## src/rtl/logical_serial.sv

```systemverilog
// Bit-serial AND/OR unit: evaluates one bit per clock, LSB first, result behind valid/ready.
// Define LOGICAL_SERIAL_XOR_EN to widen op to 2 bits and add XOR/XNOR.
module logical_serial #(
    parameter int WIDTH = 8
) (
    input  logic             clk,
    input  logic             rst_n,
    input  logic             start,
    input  logic [WIDTH-1:0] a,
    input  logic [WIDTH-1:0] b,
`ifdef LOGICAL_SERIAL_XOR_EN
    input  logic [1:0]       op,
`else
    input  logic             op,
`endif
    output logic             busy,
    output logic             out_valid,
    input  logic             out_ready,
    output logic [WIDTH-1:0] y
);

    localparam int CW = $clog2(WIDTH) + 1;

    typedef enum logic [1:0] {IDLE, SHIFT, DONE} state_t;

    state_t           state;
    logic [WIDTH-1:0] a_q, b_q, res, res_next;
    logic [CW-1:0]    idx;
    logic             bit_r, last;
`ifdef LOGICAL_SERIAL_XOR_EN
    logic [1:0]       op_q;
`else
    logic             op_q;
`endif

    // Operands shift right so the current bit is always at position 0.
    always_comb begin
        bit_r = 1'b0;
`ifdef LOGICAL_SERIAL_XOR_EN
        case (op_q)
            2'b00:   bit_r = a_q[0] | b_q[0];
            2'b01:   bit_r = a_q[0] & b_q[0];
            2'b10:   bit_r = a_q[0] ^ b_q[0];
            default: bit_r = ~(a_q[0] ^ b_q[0]);
        endcase
`else
        bit_r = op_q ? (a_q[0] & b_q[0]) : (a_q[0] | b_q[0]);
`endif
        res_next = (res >> 1) | (WIDTH'(bit_r) << (WIDTH - 1));
        last     = (idx == CW'(WIDTH - 1));
    end

    always_ff @(posedge clk or negedge rst_n) begin
        if (!rst_n) begin
            state     <= IDLE;
            a_q       <= '0;
            b_q       <= '0;
            op_q      <= '0;
            res       <= '0;
            idx       <= '0;
            busy      <= 1'b0;
            out_valid <= 1'b0;
            y         <= '0;
        end else begin
            case (state)
                IDLE: begin
                    if (start) begin
                        a_q   <= a;
                        b_q   <= b;
                        op_q  <= op;
                        res   <= '0;
                        idx   <= '0;
                        busy  <= 1'b1;
                        state <= SHIFT;
                    end
                end
                SHIFT: begin
                    a_q <= a_q >> 1;
                    b_q <= b_q >> 1;
                    res <= res_next;
                    idx <= idx + CW'(1);
                    if (last) begin
                        y         <= res_next;
                        out_valid <= 1'b1;
                        state     <= DONE;
                    end
                end
                DONE: begin
                    if (out_ready) begin
                        out_valid <= 1'b0;
                        busy      <= 1'b0;
                        state     <= IDLE;
                    end
                end
                default: state <= IDLE;
            endcase
        end
    end

endmodule

```

## config.mk

```make
export PLATFORM = sky130hd
export DESIGN_NAME = logical_serial
export DESIGN_NICKNAME = d
export VERILOG_FILES = /design/src/rtl/logical_serial.sv
export SDC_FILE = /design/constraint.sdc
export NUM_CORES = 1
export LEC_CHECK = 0
export ABC_AREA = 1
export CAP_MARGIN = 20
export CORE_MARGIN = 1
export CORE_UTILIZATION = 46
export DETAILED_ROUTE_END_ITERATION = 12
export GPL_TIMING_DRIVEN = 0
export PLACE_DENSITY = 0.81
export SYNTH_ARGS = -nofsm -noshare
export SYNTH_HDL_FRONTEND = slang
export SYNTH_SLANG_ARGS = --single-unit
```

## constraint.sdc

```tcl
create_clock -name clk -period 1.05 [get_ports clk]
set_input_delay 0.315 -clock clk [delete_from_list [all_inputs] [get_ports clk]]
set_output_delay 0.315 -clock clk [all_outputs]
set_load 0.03 [all_outputs]
```

## Word-level counts from Yosys, hierarchy flattened

Index checks and enable logic that the tools add are counted.

| word-level totals | value |
|---|---|
| word-level logic and storage cells | 47 |
| output and inout port bits | 10 |
| register bits after elaboration | 41 |
| input bits | 21 |

| cells by class | value |
|---|---|
| equal/unequal tests | 6 |
| add/sub/neg operators | 1 |
| reduce and logical (&&, ||, !) cells | 10 |
| bitwise operators | 3 |
| muxes and demuxes | 18 |

Operator list:

| cell | count |
|---|---|
| $pmux 8 s2 | 3 |
| $mux 8 | 3 |
| $reduce_and 3->1 | 3 |
| $or 7x8->8 | 1 |
| $pmux 4 s2 | 1 |
| $mux 2 | 3 |
| $ne 2x2->1 const B | 3 |
| $pmux 2 s3 | 1 |
| $reduce_and 2->1 | 3 |
| $reduce_bool 2->1 | 3 |
| $add 4x1->4 const B | 1 |
| $eq 4x3->1 const B | 1 |
| $mux 1 | 4 |
| $mux 4 | 1 |
| $pmux 1 s2 | 2 |
| $eq 2x1->1 const B | 1 |
| $eq 2x2->1 const B | 1 |
| $logic_not 2->1 | 1 |
| $and 1x1->1 | 1 |
| $or 1x1->1 | 1 |

## Logic depth before layout (Yosys ltp)

| logic depth | value |
|---|---|
| depth after elaboration | 4 |
| gate-level depth with buffers | 7 |
| depth with buffers taken out | 6 |

## Least setup slack after synthesis

No wires, ideal clock.

| timing path | value |
|---|---|
| path kind | register to register |
| start point | register idx[0] |
| end point | register y[0] |
| required time | 0.933 ns |
| slack | -0.081 ns |
| arrival time | 1.015 ns |
| stages on the path, launching flop included | 7 |
| clock period less this slack | 1.131 ns |
| buffers on the path | 0 |
| setup time | 0.117 ns |
| cells stage by stage | dfrtp_1 > ha_1 > nand2_1 > nor2_1 > nand2_4 > nand2_1 > nand2_1 |

| between the ends | value |
|---|---|
| word-level cells in the longest chain between the ends | 2 |

Ends and longest elaborated chain:

| item | RTL line | text |
|---|---|---|
| start, declared | 28 | `logic [CW-1:0] idx;` |
| start signal, assigned | 81 | `idx <= idx + CW'(1);` |
| $eq 4x3->1 | 50 | `last = (idx == CW'(WIDTH - 1));` |
| $reduce_and 2->1 (no line) | n/a |  |
| end signal, assigned | 83 | `y <= res_next;` |
| end, declared | 19 | `output logic [WIDTH-1:0] y` |

Every way passes these cells.
A chain may end at the register's enable or synchronous reset.

## Worst setup path after layout

| timing path | value |
|---|---|
| start point | register y[7] |
| end point | output port y[7] |

No word-level cell between the ends.

==> flow_metrics.tcl <==
set metrics [dict create \
    p_total_w 0.00746 \
    sequentialPowerShare 0.369 \
    yosysTopAreaCellShare 0.588 \
    rows 21 \
    path_class "flop to primary output" \
    num-nets-final 275 \
    n_antenna_cell 0 \
    viasPerCell 5.30 \
    switching_share 0.411 \
    synthTopCellsByCount "nand2_1, dfrtp_1, nand3_1, o21ai_0, inv_1" \
    crit_slowest_cell "dfrtp_1" \
    async_flop_share 1.00 \
    start_kind "flop" \
    slowest_delay_ns 0.42 \
    antenna_found_initial 0 \
    cts_root_buf "clkbuf_8" \
    grt_start_max_net_pins 41 \
    port_buffers 29 \
    drt-wirelength-per-cell_um 16.4 \
    post-place-ws_ns -0.263 \
    drtIter0Drc 87 \
    netlist_area_um2 1700 \
    slew_headroom 0.412 \
    crit_family "flip-flops" \
    cap_violations 0 \
    cts_tree "done" \
    ys.flop_type "dfrtp_1" \
    status "finished with violations" \
    setup_viol_count_final 49 \
    netlist_top_cells_area "dfrtp_1, nand2_1, nand3_1" \
    rsz0062_at_grt "yes" \
    worstSkewPairLatency_ns 0.30 \
    wirelength_um 4930 \
    synth_nets 218 \
    gr-usage-all-layers 0.232 \
    cts.sinks 40 \
    cts_hold_buffers 0 \
    cellPowerDensity_nw_per_um2 2770 \
    power_frac_clock 0.142 \
    htree_num_levels 2 \
    drtPass1Iterations 4 \
    grt_overflow_total 0 \
    synth_seq_cells 40 \
    p_int_w 0.00440 \
    core_um2 3440 \
    synth_top_area_cell "dfrtp_1" \
    tritoncts.num_buffers 5 \
    tns_ns -4.68 \
    syn-mean-instance-area_um2 8.68 \
    globalplace.congestion 0.768 \
    ant_nets 0 \
    drv_slew 0 \
    finalHoldViolCount 0 \
    synth_cell_types 19 \
    leakage_nw 1.39 \
    cp-startpoint "y[7]" \
    dp_hpwl_um 2310 \
    worstPathRequired_ns 0.73 \
    worstMarginPinSlew_ns 0.882 \
    yosysMostFrequentCell "nand2_1" \
    worst_setup_path_end_kind "primary output" \
    final.min_clock_period_ns 1.18 \
    timing.rr.start "idx[0]" \
    cts_buffer_depth 2 \
    synth_warnings 0 \
    grt_pass1_wl_um 6890 \
    fmax_mhz 846 \
    synth_cells 196 \
    syn2layout_area_growth_pct 58.1 \
    min_path_type "primary input to async pin" \
    fin_ws_ns -0.132 \
    vdd_drop_max_v 0.00130 \
    chipHeight_um 62.8 \
    fillers 208 \
    fp.dieW_um 62.8 \
    path_clk_slew_ns 0.07 \
    violations "negative setup slack" \
    synth-edff-count 0 \
    path_buf_inv 1 \
    pin_count 31 \
    fp.dieArea_um2 3950 \
    p_sw_w 0.00307 \
    path_max_fanout 2 \
    clock_skew_ns 0.00299 \
    vias 1589 \
    comb_power_share 0.489 \
    drc_errors 0 \
    arrival_ns 0.87 \
    fin_crit_sh 1.13 \
    start_util 0.494 \
    drive_gt1_frac 0.441 \
    yosysSeqAreaShare 0.588 \
    path_cells "buf_6" \
    grt_pass1_vias 1472 \
]
==> flip-flops by register name (all words and copies together) (netlist names) <==
signal / flops
idx: 4
out_valid: 1
res: 7
state: 2
op_q: 1
a_q: 8
busy: 1
y: 8
b_q: 8
==> final cells by class <==
cell class | count | area (µm²) | area share
Buffer | 7 | 68.8 | 0.0256
Sequential cell | 40 | 1000 | 0.373
Timing Repair Buffer | 49 | 517 | 0.192
Clock buffer | 8 | 90.1 | 0.0335
Multi-Input combinational cell | 141 | 918 | 0.341
Inverter | 9 | 36.3 | 0.0135
Tap cell | 46 | 57.6 | 0.0214
==> worst paths after layout <==
path / to / slack [ns] / depth (start not counted)
min in group clk: a_q[1] / 0.43 / 3
worst max register to register: y[5] / -0.12 / 6
max in group asynchronous: state[0] / 0.31 / 1
worst min register to register: y[5] / 0.47 / 2
worst min-delay path: y[0] / 0.14 / 1
worst max-delay path: y[7] / -0.13 / 1
==> placed cells by master, fill, tap and decap left out, drive strengths merged, types with 4 or more instances in the layout <==
cell type / instances
nor2: 4
dfrtp: 40
nand3: 33
clkbuf: 10
clkdlybuf4s50: 18
inv: 9
buf: 36
nand2: 87
o21ai: 13
==> per-layer routing <==
| layer | vias to the layer above | GRT usage | wire length (µm) |
|---|---|---|---|
| met5 | - | 0 | 0 |
| li1 | 743 | - | - |
| met4 | 0 | 0.0698 | 86 |
| met3 | 6 | 0.0620 | 241 |
| met1 | 786 | 0.293 | 1910 |
| met2 | 54 | 0.387 | 2700 |
==> power by group through the flow <==
| stage | registers, W | clock network [W] | logic (W) |
|---|---|---|---|
| floorplan | 0.00273 | 0 | 0.00119 |
| global placement | 0.00253 | 0 | 0.00205 |
| detailed placement | 0.00255 | 0 | 0.00212 |
| CTS | 0.00259 | 0.00105 | 0.00275 |
| global route | 0.00281 | 0.00112 | 0.00391 |
| finish | 0.00275 | 0.00106 | 0.00365 |
==> kinds of logic after synthesis <==
logic type,Yosys count,synth area share
flip-flops,40,0.588
AO/OA/AOI/OAI,14,0.0434
adder cells (fa/ha/maj),1,0.00735
buffers and inverters,16,0.0478
AND/OR/NAND/NOR,124,0.308
XOR/XNOR,1,0.00515
==> through the flow <==
stage	utilization	hold slack, ns	instances	area, µm²
final	0.782	0.138	300	2690
after global routing	0.782	0.208	300	2690
after CTS	0.694	0.159	292	2390
after detailed placement	0.595	0.459	271	2050
after global placement	0.597	0.449	271	2050
after floorplan	-	0.0194	196	1710
==> what timing repair did <==
item                                    4_1_cts  5_1_grt
endpoints found under the setup margin       46       50
gates cloned                                  4        1
buffers inserted                              9        7
gates resized for setup                     111       63
pin swaps                                    19       14
Note: power is estimated with default switching activity, not from simulation.
